==> config.mk <==
export PLATFORM = sky130hd
export DESIGN_NAME = multicycle_ctrl
export DESIGN_NICKNAME = d
export VERILOG_FILES = /design/src/rtl/multicycle_ctrl.sv
export SDC_FILE = /design/constraint.sdc
export NUM_CORES = 1
export LEC_CHECK = 0
export ABC_CLOCK_PERIOD_IN_PS = 1700
export BUFFER_PORTS_ARGS = -buffer_cell sky130_fd_sc_hd__buf_4
export CAP_MARGIN = 15
export CELL_PAD_IN_SITES_DETAIL_PLACEMENT = 0
export CELL_PAD_IN_SITES_GLOBAL_PLACEMENT = 1
export CORE_MARGIN = 10
export CORE_UTILIZATION = 36
export DETAILED_ROUTE_END_ITERATION = 6
export MAX_ROUTING_LAYER = met4
export PLACE_DENSITY = 0.75
export SETUP_SLACK_MARGIN = 0.4
export SLEW_MARGIN = 0
export SYNTH_ARGS = -nofsm -noshare
export SYNTH_HDL_FRONTEND = slang
export SYNTH_SLANG_ARGS = --single-unit
==> constraint.sdc <==
create_clock -name clk_i -period 1.7 [get_ports clk_i]
set_clock_uncertainty 0.05 [all_clocks]
set_input_delay 0.085 -clock clk_i [delete_from_list [all_inputs] [get_ports clk_i]]
set_output_delay 0.085 -clock clk_i [all_outputs]
set_load 0.005 [all_outputs]
==> src/rtl/multicycle_ctrl.sv <==
// Multi-cycle control FSM for the R/I-type + BEQ datapath: fetch handshake with timeout trap,
// per-state datapath enables and mux selects, and a retired-instruction counter.
module multicycle_ctrl #(
  parameter int unsigned FETCH_TIMEOUT = 15,
  parameter int unsigned CNT_W         = 32
) (
  input  logic             clk_i,
  input  logic             rst_i,
  input  logic [6:0]       opcode_i,
  input  logic             zero_i,
  input  logic             imem_ready_i,
  output logic             imem_req_o,
  output logic             ir_write_o,
  output logic             pc_write_o,
  output logic             pc_src_o,
  output logic             reg_write_o,
  output logic             alu_src_a_o,
  output logic [1:0]       alu_src_b_o,
  output logic [1:0]       alu_op_o,
  output logic             trap_o,
  output logic             trap_cause_o,
  output logic [2:0]       state_o,
  output logic [CNT_W-1:0] retired_o
);

  localparam logic [2:0] StIdle   = 3'd0;
  localparam logic [2:0] StFetch  = 3'd1;
  localparam logic [2:0] StDecode = 3'd2;
  localparam logic [2:0] StExecR  = 3'd3;
  localparam logic [2:0] StExecI  = 3'd4;
  localparam logic [2:0] StBranch = 3'd5;
  localparam logic [2:0] StWb     = 3'd6;
  localparam logic [2:0] StTrap   = 3'd7;

  localparam logic [6:0] OpR   = 7'b0110011;
  localparam logic [6:0] OpI   = 7'b0010011;
  localparam logic [6:0] OpBeq = 7'b1100011;

  // Counter value seen during the last allowed FETCH cycle.
  localparam logic [7:0] WaitLast = 8'(FETCH_TIMEOUT - 1);

  logic [2:0]       state_q, state_d;
  logic [7:0]       wait_q, wait_d;
  logic             cause_q, cause_d;
  logic [CNT_W-1:0] retired_q, retired_d;

  always_comb begin
    state_d   = state_q;
    wait_d    = wait_q;
    cause_d   = cause_q;
    retired_d = retired_q;
    unique case (state_q)
      StIdle: state_d = StFetch;
      StFetch: begin
        // A ready arriving on the final allowed cycle still completes the fetch.
        if (imem_ready_i) begin
          wait_d  = 8'd0;
          state_d = StDecode;
        end else if (wait_q >= WaitLast) begin
          cause_d = 1'b1;
          state_d = StTrap;
        end else begin
          wait_d = wait_q + 8'd1;
        end
      end
      StDecode: begin
        if (opcode_i == OpR) begin
          state_d = StExecR;
        end else if (opcode_i == OpI) begin
          state_d = StExecI;
        end else if (opcode_i == OpBeq) begin
          state_d = StBranch;
        end else begin
          cause_d = 1'b0;
          state_d = StTrap;
        end
      end
      StExecR, StExecI: state_d = StWb;
      StWb, StBranch: begin
        retired_d = retired_q + CNT_W'(1);
        state_d   = StFetch;
      end
      StTrap: state_d = StTrap;
      default: state_d = StIdle;
    endcase
  end

  always_ff @(posedge clk_i or negedge rst_i) begin
    if (!rst_i) begin
      state_q   <= StIdle;
      wait_q    <= 8'd0;
      cause_q   <= 1'b0;
      retired_q <= '0;
    end else begin
      state_q   <= state_d;
      wait_q    <= wait_d;
      cause_q   <= cause_d;
      retired_q <= retired_d;
    end
  end

  always_comb begin
    imem_req_o  = 1'b0;
    ir_write_o  = 1'b0;
    pc_write_o  = 1'b0;
    pc_src_o    = 1'b0;
    reg_write_o = 1'b0;
    alu_src_a_o = 1'b0;
    alu_src_b_o = 2'd0;
    alu_op_o    = 2'b00;
    trap_o      = 1'b0;
    unique case (state_q)
      StFetch: begin
        imem_req_o = 1'b1;
        if (imem_ready_i) begin
          ir_write_o  = 1'b1;
          pc_write_o  = 1'b1;
          alu_src_b_o = 2'd2;
        end
      end
      StDecode: alu_src_b_o = 2'd1;
      StExecR: begin
        alu_src_a_o = 1'b1;
        alu_op_o    = 2'b10;
      end
      StExecI: begin
        alu_src_a_o = 1'b1;
        alu_src_b_o = 2'd1;
        alu_op_o    = 2'b10;
      end
      StBranch: begin
        alu_src_a_o = 1'b1;
        alu_op_o    = 2'b01;
        pc_write_o  = zero_i;
        pc_src_o    = zero_i;
      end
      StWb:   reg_write_o = 1'b1;
      StTrap: trap_o = 1'b1;
      default: ;
    endcase
  end

  assign trap_cause_o = cause_q;
  assign state_o      = state_q;
  assign retired_o    = retired_q;

endmodule
Yosys cells after proc, flatten, opt, wreduce, memory -nomap -nowiden
Index checks and enable logic that the tools add are counted.
{"block": "op_classes", "addsub": 2, "n_mul": 0, "n_div": 0, "magnitude_cmp": 1, "eq_ne": 17, "shift": 0, "mux": 25, "bitwise": 0, "reduce_logical": 9}
{"op": "32-bit by 1-bit adder with 32-bit output, second input constant", "n": 1}
{"op": "8-bit two-way mux", "n": 2}
{"op": "3-bit case mux with 5 select lines", "n": 1}
{"op": "3-bit == test, second input constant", "n": 4}
{"op": "1-bit two-way mux", "n": 12}
{"op": "2-bit inequality test, second input constant", "n": 6}
{"op": "3-bit two-way mux", "n": 3}
{"op": "8-bit by 1-bit adder with 8-bit output, second input constant", "n": 1}
{"op": "8-bit by 4-bit >= comparator with 1-bit output, second input constant", "n": 1}
{"op": "2-bit case mux with 2 select lines", "n": 2}
{"op": "7-bit by 5-bit == test with 1-bit output, second input constant", "n": 1}
{"op": "7-bit by 6-bit == test with 1-bit output, second input constant", "n": 1}
{"op": "7-bit == test, second input constant", "n": 1}
{"op": "3-bit by 2-bit == test with 1-bit output, second input constant", "n": 2}
{"op": "2-bit two-way mux", "n": 3}
{"op": "6-bit AND reduction", "n": 1}
{"op": "2-bit OR reduction", "n": 3}
{"op": "3-bit OR reduction", "n": 2}
{"op": "1-bit case mux with 2 select lines", "n": 2}
{"op": "3-bit by 1-bit == test with 1-bit output, second input constant", "n": 1}
{"op": "3-bit zero test", "n": 1}
{"op": "3-bit inequality test, second input constant", "n": 1}
{"op": "2-bit AND reduction", "n": 1}
{"op": "2-bit nonzero test", "n": 1}
{"block": "totals", "register_bits": 44, "latch_bits": 0, "mem_bits_rw": 0, "mem_bits_ro": 0, "input_bits": 11, "memories": 0}

Logic depth before layout (Yosys ltp)
Gate-level depths: netlist of the first run.
{"block": "depth", "word_depth": 5, "ltp_mapped": 8}

Least setup slack after synthesis of the first run
Ideal clock, no wire load.
{"block": "synth_path", "kind": "register -> register", "start": "reg state_q[0], in the netlist state_o[0]", "end": "reg retired_q[29], in the netlist retired_o[29]", "arrival_ps": 1434, "setup_slack_ps": 92, "stages_incl_launch_ff": 7, "path_buffers": 2, "synth_period_minus_slack_ps": 1608, "cell_sequence": "dfrtp_1 buf_6 xnor2_1 nor3_2 buf_2 nand4_1 xnor2_1"}
{"block": "synth_between", "elab_chain_cells": 2}
{"element": "start, declared", "line": "42", "text": "logic [2:0] state_q, state_d;"}
{"element": "start signal, assigned", "line": "90", "text": "state_q <= StIdle;"}
{"element": "start signal, assigned", "line": "95", "text": "state_q <= state_d;"}
{"element": "3-bit == test", "line": "52", "text": "unique case (state_q)"}
{"element": "2-bit OR reduction *"}
{"element": "end signal, assigned", "line": "98", "text": "retired_q <= retired_d;"}
{"element": "end, declared", "line": "45", "text": "logic [CNT_W-1:0] retired_q, retired_d;"}
Every way passes the cells marked *; elsewhere a longest branch is shown, timed or not.
A chain may end at the register's enable or synchronous reset.

Final worst setup path of the first run
{"block": "layout_path", "start": "reg state_q[2], in the netlist state_o[2]", "end": "out pc_write_o"}
{"block": "layout_between", "elab_chain_cells": 2}
{"element": "3-bit == test or 3-bit by 1-bit == test with 1-bit output (tied branches)", "line": "112", "text": "unique case (state_q)"}
{"element": "1-bit case mux with 2 select lines *", "line": "112"}
{"element": "end, declared", "line": "14", "text": "output logic pc_write_o,"}
Marked as above.

==> impl_results.html, run 1 <==
<table>
<tr><th>Metric</th><th>Value</th></tr>
<tr><th colspan="2">Logic synthesis</th></tr>
<tr><td>Synthesized-area fraction occupied by adder cells</td><td>0.0170</td></tr>
<tr><td>Synthesized cell area</td><td>0.00220 mm^2</td></tr>
<tr><td>Combinational family with the most area after synthesis</td><td>simple AND/OR/NAND/NOR gates</td></tr>
<tr><td>Most instantiated flip-flop cell in the synthesis netlist</td><td>sky130_fd_sc_hd__dfrtp_1</td></tr>
<tr><td>Synth Area per Inst</td><td>10.4 um^2</td></tr>
<tr><td>Post-synth EDFFs</td><td>0</td></tr>
<tr><td>Share of synthesized area spent on multiplexers</td><td>0.00511</td></tr>
<tr><td>Cell type contributing the most total cell area after synthesis</td><td>sky130_fd_sc_hd__dfrtp_1</td></tr>
<tr><td>Sequential fraction of the synthesis area</td><td>0.499</td></tr>
<tr><td>Fraction of synthesized cell area taken by the top area cell type</td><td>0.499</td></tr>
<tr><td>Complex-gate fraction of the synthesized area</td><td>0.0653</td></tr>
<tr><td>Count of yosys warnings during synthesis</td><td>0</td></tr>
<tr><td>XOR/XNOR share of the synthesized area</td><td>0.127</td></tr>
<tr><td>Number of instances in the synthesized netlist</td><td>212</td></tr>
<tr><td>Largest cells by area after synthesis</td><td>sky130_fd_sc_hd__dfrtp_1 (50%), sky130_fd_sc_hd__xnor2_1 (11%), sky130_fd_sc_hd__nand4_1 (6.5%)</td></tr>
<tr><td>Fraction of registers with async set or reset after synthesis</td><td>1.00</td></tr>
<tr><td>Area fraction in and, or, nand and nor cells after synthesis</td><td>0.243</td></tr>
<tr><td>Leading post-synthesis cells by instance count</td><td>sky130_fd_sc_hd__dfrtp_1 (44), sky130_fd_sc_hd__xnor2_1 (28), sky130_fd_sc_hd__nand4_1 (23)</td></tr>
<tr><td>Net count after synthesis</td><td>226</td></tr>
<tr><td>Flop and latch count out of synthesis</td><td>44</td></tr>
<tr><td>Yosys cell types</td><td>41</td></tr>
<tr><td>Cell with the most instances after synthesis</td><td>sky130_fd_sc_hd__dfrtp_1</td></tr>
<tr><th colspan="2">Routing</th></tr>
<tr><td>Wire length per cell</td><td>16.8 um</td></tr>
<tr><td>Number of search-and-repair iterations in the first detailed-routing pass</td><td>4</td></tr>
<tr><td>DRT iter0 DRCs</td><td>44</td></tr>
<tr><td>Number of vias after detailed routing</td><td>2,136</td></tr>
<tr><td>Residual antenna-violating net count after detailed routing</td><td>0</td></tr>
<tr><td>Drt drc</td><td>0</td></tr>
<tr><td>Post-DR vias/cell</td><td>5.13</td></tr>
<tr><td>Total routed wirelength</td><td>6970 um</td></tr>
<tr><th colspan="2">Cells and area</th></tr>
<tr><td>Synth-to-layout area growth</td><td>79.3%</td></tr>
<tr><td>Area taken by multi-input logic gates</td><td>0.00138 mm^2</td></tr>
<tr><td>Final Core Density</td><td>0.668</td></tr>
<tr><td>Fillers</td><td>429</td></tr>
<tr><td>Post-route design area</td><td>0.00395 mm^2</td></tr>
<tr><td>Nets</td><td>354</td></tr>
<tr><td>Antenna cell count</td><td>0</td></tr>
<tr><td>Final Non-Filler Cells</td><td>416</td></tr>
<tr><td>Fraction of layout cells with a size suffix above 1</td><td>0.589</td></tr>
<tr><td>Area of all sequential standard cells</td><td>0.00110 mm^2</td></tr>
<tr><th colspan="2">Critical path</th></tr>
<tr><td>Destination of the worst register-to-register timing path</td><td>wait_q[2]$_DFFE_PN0P_</td></tr>
<tr><td>Capturing instance or port of the critical path</td><td>pc_write_o</td></tr>
<tr><td>Maximum cell stage delay along the critical path</td><td>0.42 ns</td></tr>
<tr><td>Cell chain of the critical path</td><td>or3_4 -&gt; inv_4 -&gt; buf_6 -&gt; and2_4 -&gt; or2_4 -&gt; buf_6</td></tr>
<tr><td>Worst Setup Start Kind</td><td>flop</td></tr>
<tr><td>Worst r2r path cells</td><td>7</td></tr>
<tr><td>WS Path Type</td><td>flop to output pin</td></tr>
<tr><td>Data required time of the worst path</td><td>1.56 ns</td></tr>
<tr><td>Critical path origin</td><td>state_o[2]$_DFFE_PN0P_</td></tr>
<tr><td>Category of the worst setup path capture point</td><td>output pin</td></tr>
<tr><td>Max FO, Critical Path</td><td>5</td></tr>
<tr><td>Cell mode on critical path</td><td>sky130_fd_sc_hd__buf_6</td></tr>
<tr><td>Worst path slowest cell</td><td>sky130_fd_sc_hd__or3_4</td></tr>
<tr><td>Worst reg-to-reg setup slack</td><td>-0.02 ns</td></tr>
<tr><td>FF-to-FF Start</td><td>state_o[2]$_DFFE_PN0P_</td></tr>
<tr><td>Data arrival time of the critical path</td><td>1.63 ns</td></tr>
<tr><th colspan="2">Clock network</th></tr>
<tr><td>Num CTS Buffers</td><td>5</td></tr>
<tr><td>Level count of the clock H-tree</td><td>2</td></tr>
<tr><td>CTS tree</td><td>done</td></tr>
<tr><td>Register clock-pin slew on the reported worst setup and hold paths</td><td>0.08 ns</td></tr>
<tr><td>Clock Path Buffers</td><td>2</td></tr>
<tr><td>CTS root buffer</td><td>sky130_fd_sc_hd__clkbuf_8</td></tr>
<tr><td>Sink count of the clock tree</td><td>44</td></tr>
<tr><td>Clock network latency to the later pin of the worst-skew pair</td><td>0.31 ns</td></tr>
<tr><th colspan="2">Power</th></tr>
<tr><td>Leak</td><td>1.97 nW</td></tr>
<tr><td>Power density of the placed cells</td><td>1230 mW/mm^2</td></tr>
<tr><td>Worst-case vdd ir drop</td><td>0.00106 V</td></tr>
<tr><th colspan="2">Die</th></tr>
<tr><td>Total core area</td><td>0.00592 mm^2</td></tr>
<tr><td>Initial Utilization</td><td>0.372</td></tr>
<tr><td>Die X</td><td>98.3 um</td></tr>
<tr><td>Cell Rows</td><td>28</td></tr>
<tr><td>I/O pin count</td><td>58</td></tr>
<tr><td>Area enclosed by the die boundary</td><td>0.00965 mm^2</td></tr>
<tr><td>Die height</td><td>98.3 um</td></tr>
<tr><th colspan="2">STA</th></tr>
<tr><td>Max Fclk</td><td>566 MHz</td></tr>
<tr><td>Final hold vios</td><td>0</td></tr>
<tr><td>Setup WS post-layout</td><td>-0.0653 ns</td></tr>
<tr><td>Setup Total Neg Slack</td><td>-0.0817 ns</td></tr>
<tr><td>Setup repair after global routing missed its margin</td><td>true</td></tr>
<tr><td>Final critical path time including I/O delays and setup</td><td>1.77 ns</td></tr>
<tr><td>Setup violators final</td><td>2</td></tr>
<tr><td>Number of max-slew violations in the final report</td><td>0</td></tr>
<tr><td>Worst max-slew margin expressed relative to the limit</td><td>0.623</td></tr>
<tr><td>Crit share post-route</td><td>1.04</td></tr>
<tr><td>Tightest Pin Transition</td><td>0.565 ns</td></tr>
<tr><th colspan="2">Min path</th></tr>
<tr><td>Hold/Removal Path Class</td><td>primary input to flop</td></tr>
<tr><th colspan="2">Placement</th></tr>
<tr><td>Post-Place Cell Area</td><td>0.00290 mm^2</td></tr>
<tr><td>I/O Buffers</td><td>57</td></tr>
<tr><td>Routability congestion estimate</td><td>0.821</td></tr>
<tr><td>Placed insts</td><td>355</td></tr>
<tr><td>Estimated wirelength of the detail-placed design</td><td>3900 um</td></tr>
<tr><th colspan="2">Run status</th></tr>
<tr><td>Failing checks</td><td>setup timing</td></tr>
<tr><td>Run status</td><td>finished, violations left</td></tr>
<tr><th colspan="2">Global routing</th></tr>
<tr><td>Number of global-route vias before repair</td><td>2,267</td></tr>
<tr><td>Global-route wire length before repair</td><td>11,000 um</td></tr>
<tr><td>Overflow left after global routing</td><td>0</td></tr>
<tr><td>Antenna violations before repair</td><td>0</td></tr>
<tr><td>Largest net degree at the start of global routing</td><td>45</td></tr>
<tr><td>Global routing usage summed across all routing layers</td><td>0.138</td></tr>
<tr><th colspan="2">Job</th></tr>
<tr><td>Max capacitance violation total</td><td>0</td></tr>
</table>
state kept, by name (all words and copies together) (netlist names):
| name | cells |
|---|---|
| wait_q | 8 |
| state_o | 3 |
| trap_cause_o | 1 |
| retired_o | 32 |
kinds of logic after synthesis:
group / count (synthesis)
DFF: 44
muxes: 1
AOI/OAI and AO/OA: 23
adders and majority gates: 3
buffers and inverters: 19
and+or+nand+nor: 90
xor gates and xnor gates: 32
repair_timing:
item                                   CTS  global route
cloned                                   4             0
setup buffers                           35            13
setup endpoints to repair               51            58
pin swaps                               44            35
gates resized for setup                 79            37
hold buffers                             1             0
endpoints found under the hold margin   44             0
through the flow:
stage / setup WS, ns / hold slack [ns] / power, W
after floorplan: 0.159 / -0.261 / 0.00201
after global placement: 0.0780 / 0.0719 / 0.00266
after detailed placement: 0.0319 / 0.0741 / 0.00266
after CTS: -0.0872 / 0.0390 / 0.00437
after global routing: -0.114 / 0.0670 / 0.00511
final: -0.0653 / 0.0534 / 0.00485
layout by cell type, fill, tap and decap left out, types with 3 or more instances in the layout:
cell / synthesis / final
sky130_fd_sc_hd__and4_1: 4 / 4
sky130_fd_sc_hd__xor2_1: 4 / 4
sky130_fd_sc_hd__inv_1: 7 / 5
sky130_fd_sc_hd__nand2_1: 11 / 4
sky130_fd_sc_hd__and3_4: 0 / 4
sky130_fd_sc_hd__nor2_2: 0 / 3
sky130_fd_sc_hd__o21ai_0: 8 / 3
sky130_fd_sc_hd__o21ai_2: 0 / 3
sky130_fd_sc_hd__buf_6: 2 / 35
sky130_fd_sc_hd__nor3_4: 0 / 4
sky130_fd_sc_hd__buf_4: 1 / 88
sky130_fd_sc_hd__nand3_4: 0 / 3
sky130_fd_sc_hd__a31oi_1: 3 / 3
sky130_fd_sc_hd__buf_16: 0 / 3
sky130_fd_sc_hd__clkbuf_8: 0 / 5
sky130_fd_sc_hd__xnor2_2: 0 / 7
sky130_fd_sc_hd__and3_1: 6 / 5
sky130_fd_sc_hd__nor2_1: 10 / 4
sky130_fd_sc_hd__and2_1: 4 / 4
sky130_fd_sc_hd__nand2_4: 0 / 5
sky130_fd_sc_hd__o21ai_1: 2 / 4
sky130_fd_sc_hd__xnor2_1: 28 / 20
sky130_fd_sc_hd__buf_12: 0 / 3
sky130_fd_sc_hd__nand4_1: 23 / 23
sky130_fd_sc_hd__nor2_4: 0 / 3
sky130_fd_sc_hd__dfrtp_1: 44 / 42
worst max-delay path, delay by kind of cell (launching register included):
kind                   cells  cell delay [ns]
buffers and inverters      3             0.24
flip-flops                 1             0.39
AND/OR/NAND/NOR            3             0.71
layout make-up:
class                   count  share of cell area
inverters                   9             0.00981
clock inverters             3              0.0117
multi-input cells         149               0.349
flip-flops and latches     44               0.279
repair buffers            131               0.309
well taps                  75              0.0237
clock buffers               5              0.0174
power by group:
part	leakage [nW]	switching, W	internal [W]
Combinational	1.32	0.00110	0.00159
Clock	0.0548	0.000412	0.000443
Sequential	0.591	0.000121	0.00119
how the worst min path moves through the flow:
stage                           start                        end  slack, ns  cells after the start
after CTS                 opcode_i[5]     state_o[2]$_DFFE_PN0P_       0.04                      3
after floorplan                 rst_i   retired_o[0]$_DFFE_PN0P_      -0.26                      0
after detailed placement        rst_i  retired_o[21]$_DFFE_PN0P_       0.07                      1
after global placement          rst_i  retired_o[21]$_DFFE_PN0P_       0.07                      1
final                     opcode_i[5]     state_o[2]$_DFFE_PN0P_       0.05                      3
after global routing      opcode_i[5]     state_o[2]$_DFFE_PN0P_       0.07                      3
metal layers:
metal | global-route usage | up-vias | wire length [um]
met5 | - | - | 0
met4 | 0.0298 | 0 | 58
met3 | 0.0388 | 9 | 338
met2 | 0.233 | 58 | 3680
met1 | 0.161 | 1058 | 2900
li1 | - | 1011 | -
Note: power is estimated with default switching activity, not from simulation.
==> run 2, diff against run 1 <==
- CORE_UTILIZATION: 36 -> 37
- CTS_BUF_LIST: default -> sky130_fd_sc_hd__clkbuf_2 sky130_fd_sc_hd__clkbuf_4 sky130_fd_sc_hd__clkbuf_8
- PLACE_DENSITY: 0.75 -> 0.77
==> run 2 against run 1 <==
The run still ends with setup timing left. Non-clock buffer count down 7. Combinational power down 10%. Core utilization down 1.4 points. First-iteration DRC count up 41%. Total power down 6.3%. Via count down 1.6%. Flip-flop and latch count unchanged. Critical path type is now flop to flop. Critical endpoint is now retired_o[21]$_DFFE_PN0P_. Largest power group unchanged. Highest routed layer unchanged.
==> impl_results.html, run 2 (synthesized netlist as in run 1, its figures left out) <==
<table>
<tr><th>Metric</th><th>Value</th></tr>
<tr><th colspan="2">Placement</th></tr>
<tr><td>DP Worst Slack</td><td>0.0838 ns (was 0.0319 ns)</td></tr>
<tr><td>Routability congestion estimate</td><td>0.801 (was 0.821)</td></tr>
<tr><td>Placed insts</td><td>356 (was 355)</td></tr>
<tr><td>I/O Buffers</td><td>57 (unchanged)</td></tr>
<tr><td>Estimated wirelength of the detail-placed design</td><td>3950 um (was 3900 um)</td></tr>
<tr><th colspan="2">Clock network</th></tr>
<tr><td>CTS root buffer</td><td>sky130_fd_sc_hd__clkbuf_8 (unchanged)</td></tr>
<tr><td>Clock network latency to the later pin of the worst-skew pair</td><td>0.29 ns (was 0.31 ns)</td></tr>
<tr><td>Register clock-pin slew on the reported worst setup and hold paths</td><td>0.08 ns (about the same)</td></tr>
<tr><td>Level count of the clock H-tree</td><td>2 (unchanged)</td></tr>
<tr><td>Num CTS Buffers</td><td>5 (unchanged)</td></tr>
<tr><td>CTS tree</td><td>done (unchanged)</td></tr>
<tr><td>Clock Path Buffers</td><td>2 (unchanged)</td></tr>
<tr><td>Sink count of the clock tree</td><td>44 (unchanged)</td></tr>
<tr><th colspan="2">STA</th></tr>
<tr><td>Tightest Pin Transition</td><td>0.573 ns (was 0.565 ns)</td></tr>
<tr><td>Setup violators final</td><td>12 (was 2)</td></tr>
<tr><td>Max Fclk</td><td>569 MHz (was 566 MHz)</td></tr>
<tr><td>Worst max-slew margin expressed relative to the limit</td><td>0.618 (was 0.623)</td></tr>
<tr><td>Setup WS post-layout</td><td>-0.0562 ns (was -0.0653 ns)</td></tr>
<tr><td>Setup repair after global routing missed its margin</td><td>true (unchanged)</td></tr>
<tr><td>Final critical path time including I/O delays and setup</td><td>1.76 ns (was 1.77 ns)</td></tr>
<tr><td>Number of max-slew violations in the final report</td><td>0 (unchanged)</td></tr>
<tr><td>Final hold vios</td><td>0 (unchanged)</td></tr>
<tr><td>Crit share post-route</td><td>1.03 (was 1.04)</td></tr>
<tr><th colspan="2">Global routing</th></tr>
<tr><td>Global routing usage summed across all routing layers</td><td>0.136 (was 0.138)</td></tr>
<tr><td>Antenna violations before repair</td><td>0 (unchanged)</td></tr>
<tr><td>Global-route wire length before repair</td><td>10,700 um (was 11,000 um)</td></tr>
<tr><td>Number of global-route vias before repair</td><td>2,127 (was 2,267)</td></tr>
<tr><td>Largest net degree at the start of global routing</td><td>45 (unchanged)</td></tr>
<tr><td>Overflow left after global routing</td><td>0 (unchanged)</td></tr>
<tr><th colspan="2">Die</th></tr>
<tr><td>Cell Rows</td><td>28 (unchanged)</td></tr>
<tr><td>Total core area</td><td>0.00585 mm^2 (was 0.00592 mm^2)</td></tr>
<tr><td>Area enclosed by the die boundary</td><td>0.00945 mm^2 (was 0.00965 mm^2)</td></tr>
<tr><td>Die height</td><td>97.2 um (was 98.3 um)</td></tr>
<tr><td>Die X</td><td>97.2 um (was 98.3 um)</td></tr>
<tr><td>Initial Utilization</td><td>0.377 (was 0.372)</td></tr>
<tr><td>I/O pin count</td><td>58 (unchanged)</td></tr>
<tr><th colspan="2">Critical path</th></tr>
<tr><td>Data required time of the worst path</td><td>1.83 ns (was 1.56 ns)</td></tr>
<tr><td>Data arrival time of the critical path</td><td>1.89 ns (was 1.63 ns)</td></tr>
<tr><td>Worst Setup Start Kind</td><td>flop (unchanged)</td></tr>
<tr><td>Destination of the worst register-to-register timing path</td><td>retired_o[21]$_DFFE_PN0P_ (was wait_q[2]$_DFFE_PN0P_)</td></tr>
<tr><td>Category of the worst setup path capture point</td><td>flop (was output pin)</td></tr>
<tr><td>Worst reg-to-reg setup slack</td><td>-0.06 ns (was -0.02 ns)</td></tr>
<tr><td>WS Path Type</td><td>flop to flop (was flop to output pin)</td></tr>
<tr><td>FF-to-FF Start</td><td>state_o[0]$_DFFE_PN0P_ (was state_o[2]$_DFFE_PN0P_)</td></tr>
<tr><td>Worst r2r path cells</td><td>8 (was 7)</td></tr>
<tr><td>Max FO, Critical Path</td><td>7 (was 5)</td></tr>
<tr><th colspan="2">Min path</th></tr>
<tr><td>Worst Hold Launch</td><td>opcode_i[5] (unchanged)</td></tr>
<tr><td>Hold/Removal Path Class</td><td>primary input to flop (unchanged)</td></tr>
<tr><td>Min-Delay Endpoint</td><td>state_o[2]$_DFFE_PN0P_ (unchanged)</td></tr>
<tr><td>Number of cells on the worst hold path</td><td>3 (unchanged)</td></tr>
<tr><th colspan="2">Cells and area</th></tr>
<tr><td>Final Non-Filler Cells</td><td>409 (was 416)</td></tr>
<tr><td>Antenna cell count</td><td>0 (unchanged)</td></tr>
<tr><td>Synth-to-layout area growth</td><td>73.4% (was 79.3%)</td></tr>
<tr><td>Largest register FFs</td><td>32 (unchanged)</td></tr>
<tr><td>Commonest non-fill, non-tap cell in the layout</td><td>sky130_fd_sc_hd__buf_4 (unchanged)</td></tr>
<tr><td>Highest-count cells in the layout ignoring fill and taps</td><td>sky130_fd_sc_hd__buf_4 (84), sky130_fd_sc_hd__dfrtp_1 (43), sky130_fd_sc_hd__buf_6 (31) (was sky130_fd_sc_hd__buf_4 (88), sky130_fd_sc_hd__dfrtp_1 (42), sky130_fd_sc_hd__buf_6 (35))</td></tr>
<tr><td>Fraction of layout cells with a size suffix above 1</td><td>0.560 (was 0.589)</td></tr>
<tr><td>Nets</td><td>347 (was 354)</td></tr>
<tr><th colspan="2">Routing</th></tr>
<tr><td>Met3 Routed Length</td><td>303 um (was 338 um)</td></tr>
<tr><td>Post-DR vias/cell</td><td>5.14 (was 5.13)</td></tr>
<tr><td>Drt drc</td><td>0 (unchanged)</td></tr>
<tr><td>Metal1 wirelength</td><td>2920 um (was 2900 um)</td></tr>
<tr><td>Residual antenna-violating net count after detailed routing</td><td>0 (unchanged)</td></tr>
<tr><td>DRT iter0 DRCs</td><td>62 (was 44)</td></tr>
<tr><td>Routed wl met2</td><td>3440 um (was 3680 um)</td></tr>
<tr><td>Highest metal layer used by the detailed router</td><td>met4 (unchanged)</td></tr>
<tr><td>Total routed wirelength</td><td>6710 um (was 6970 um)</td></tr>
<tr><td>Number of vias after detailed routing</td><td>2,102 (was 2,136)</td></tr>
<tr><td>Number of search-and-repair iterations in the first detailed-routing pass</td><td>4 (unchanged)</td></tr>
<tr><td>Wire length per cell</td><td>16.4 um (was 16.8 um)</td></tr>
<tr><th colspan="2">Power</th></tr>
<tr><td>Overall power consumption</td><td>0.00454 W (was 0.00485 W)</td></tr>
<tr><td>Leak</td><td>1.86 nW (was 1.97 nW)</td></tr>
<tr><td>Power density of the placed cells</td><td>1190 mW/mm^2 (was 1230 mW/mm^2)</td></tr>
<tr><td>Worst-case vdd ir drop</td><td>0.00111 V (was 0.00106 V)</td></tr>
<tr><th colspan="2">Run status</th></tr>
<tr><td>Run status</td><td>finished, violations left (unchanged)</td></tr>
<tr><td>Failing checks</td><td>setup timing (unchanged)</td></tr>
<tr><th colspan="2">Job</th></tr>
<tr><td>Max capacitance violation total</td><td>0 (unchanged)</td></tr>
</table>
==> run 2: cell count changes in the layout (fill, tap and decap cells not counted), sizes merged <==
cell      previous run  this run
buf                130       123
clkbuf               5         6
clkinv               0         1
clkinvlp             1         0
inv                 10         9
==> run 2: final cells by class <==
class | count | area, um^2
well taps | 75 | 93.8
multi-input cells | 149 | 1310
repair buffers | 124 | 1170
clock inverters | 2 | 35.0
clock buffers | 6 | 76.3
fillers | 442 | 2030
inverters | 9 | 36.3
flip-flops and latches | 44 | 1100
==> run 2: how the worst max path moves through the flow <==
stage          slack (ns)                   start                        end  cells after the start
3_5_place_dp         0.08   wait_q[0]$_DFFE_PN0P_      wait_q[2]$_DFFE_PN0P_                      6
3_3_place_gp         0.11   wait_q[0]$_DFFE_PN0P_     state_o[1]$_DFFE_PN0P_                      6
5_1_grt             -0.12  state_o[0]$_DFFE_PN0P_                 pc_write_o                      7
6_report            -0.06  state_o[0]$_DFFE_PN0P_  retired_o[21]$_DFFE_PN0P_                      8
2_1_floorplan        0.16  state_o[0]$_DFFE_PN0P_      wait_q[3]$_DFFE_PN0P_                      8
4_1_cts             -0.03  state_o[0]$_DFFE_PN0P_                 pc_write_o                      7
==> run 2: through the flow <==
step,cell area (um^2),hold WS [ns],utilization,setup TNS (ns)
2_1_floorplan,2270,-0.261,-,0
6_report,3820,0.0508,0.654,-0.367
5_1_grt,3820,0.0758,0.654,-1.17
4_1_cts,3560,0.0468,0.609,-0.0322
3_5_place_dp,2910,0.0765,0.497,0
3_3_place_gp,2910,0.0737,0.497,0
==> run 2: worst max-delay path, cell delays in order, from the launching register on <==
cell and delay (ns):
sky130_fd_sc_hd__dfrtp_1 0.42, sky130_fd_sc_hd__buf_4 0.15, sky130_fd_sc_hd__buf_6 0.12, sky130_fd_sc_hd__xnor2_4 0.14, sky130_fd_sc_hd__buf_6 0.13, sky130_fd_sc_hd__nor3_4 0.18, sky130_fd_sc_hd__buf_6 0.19, sky130_fd_sc_hd__nand4_1 0.11
sky130_fd_sc_hd__xnor2_1 0.16
==> run 2: what timing repair did <==
item | in CTS | in global routing
pin swaps | 32 | 38
hold buffers | 1 | 0
resized for setup | 68 | 29
setup buffers | 23 | 17
endpoints found under the hold margin | 44 | 0
endpoints found under the setup margin | 51 | 57
cloned | 4 | 0
==> run 2: report_power, final <==
| part | switching [W] | total, W | internal [W] |
|---|---|---|---|
| Combinational | 0.00101 | 0.00241 | 0.00140 |
| Sequential | 0.000128 | 0.00131 | 0.00118 |
| Clock | 0.000363 | 0.000816 | 0.000453 |
| Total | 0.00150 | 0.00454 | 0.00304 |
==> run 2: routing by layer <==
layer | vias to the layer above | GRT usage
li1 | 996 | -
met1 | 1051 | 0.162
met2 | 51 | 0.223
met3 | 4 | 0.0377
met4 | 0 | 0.0306
met5 | - | -
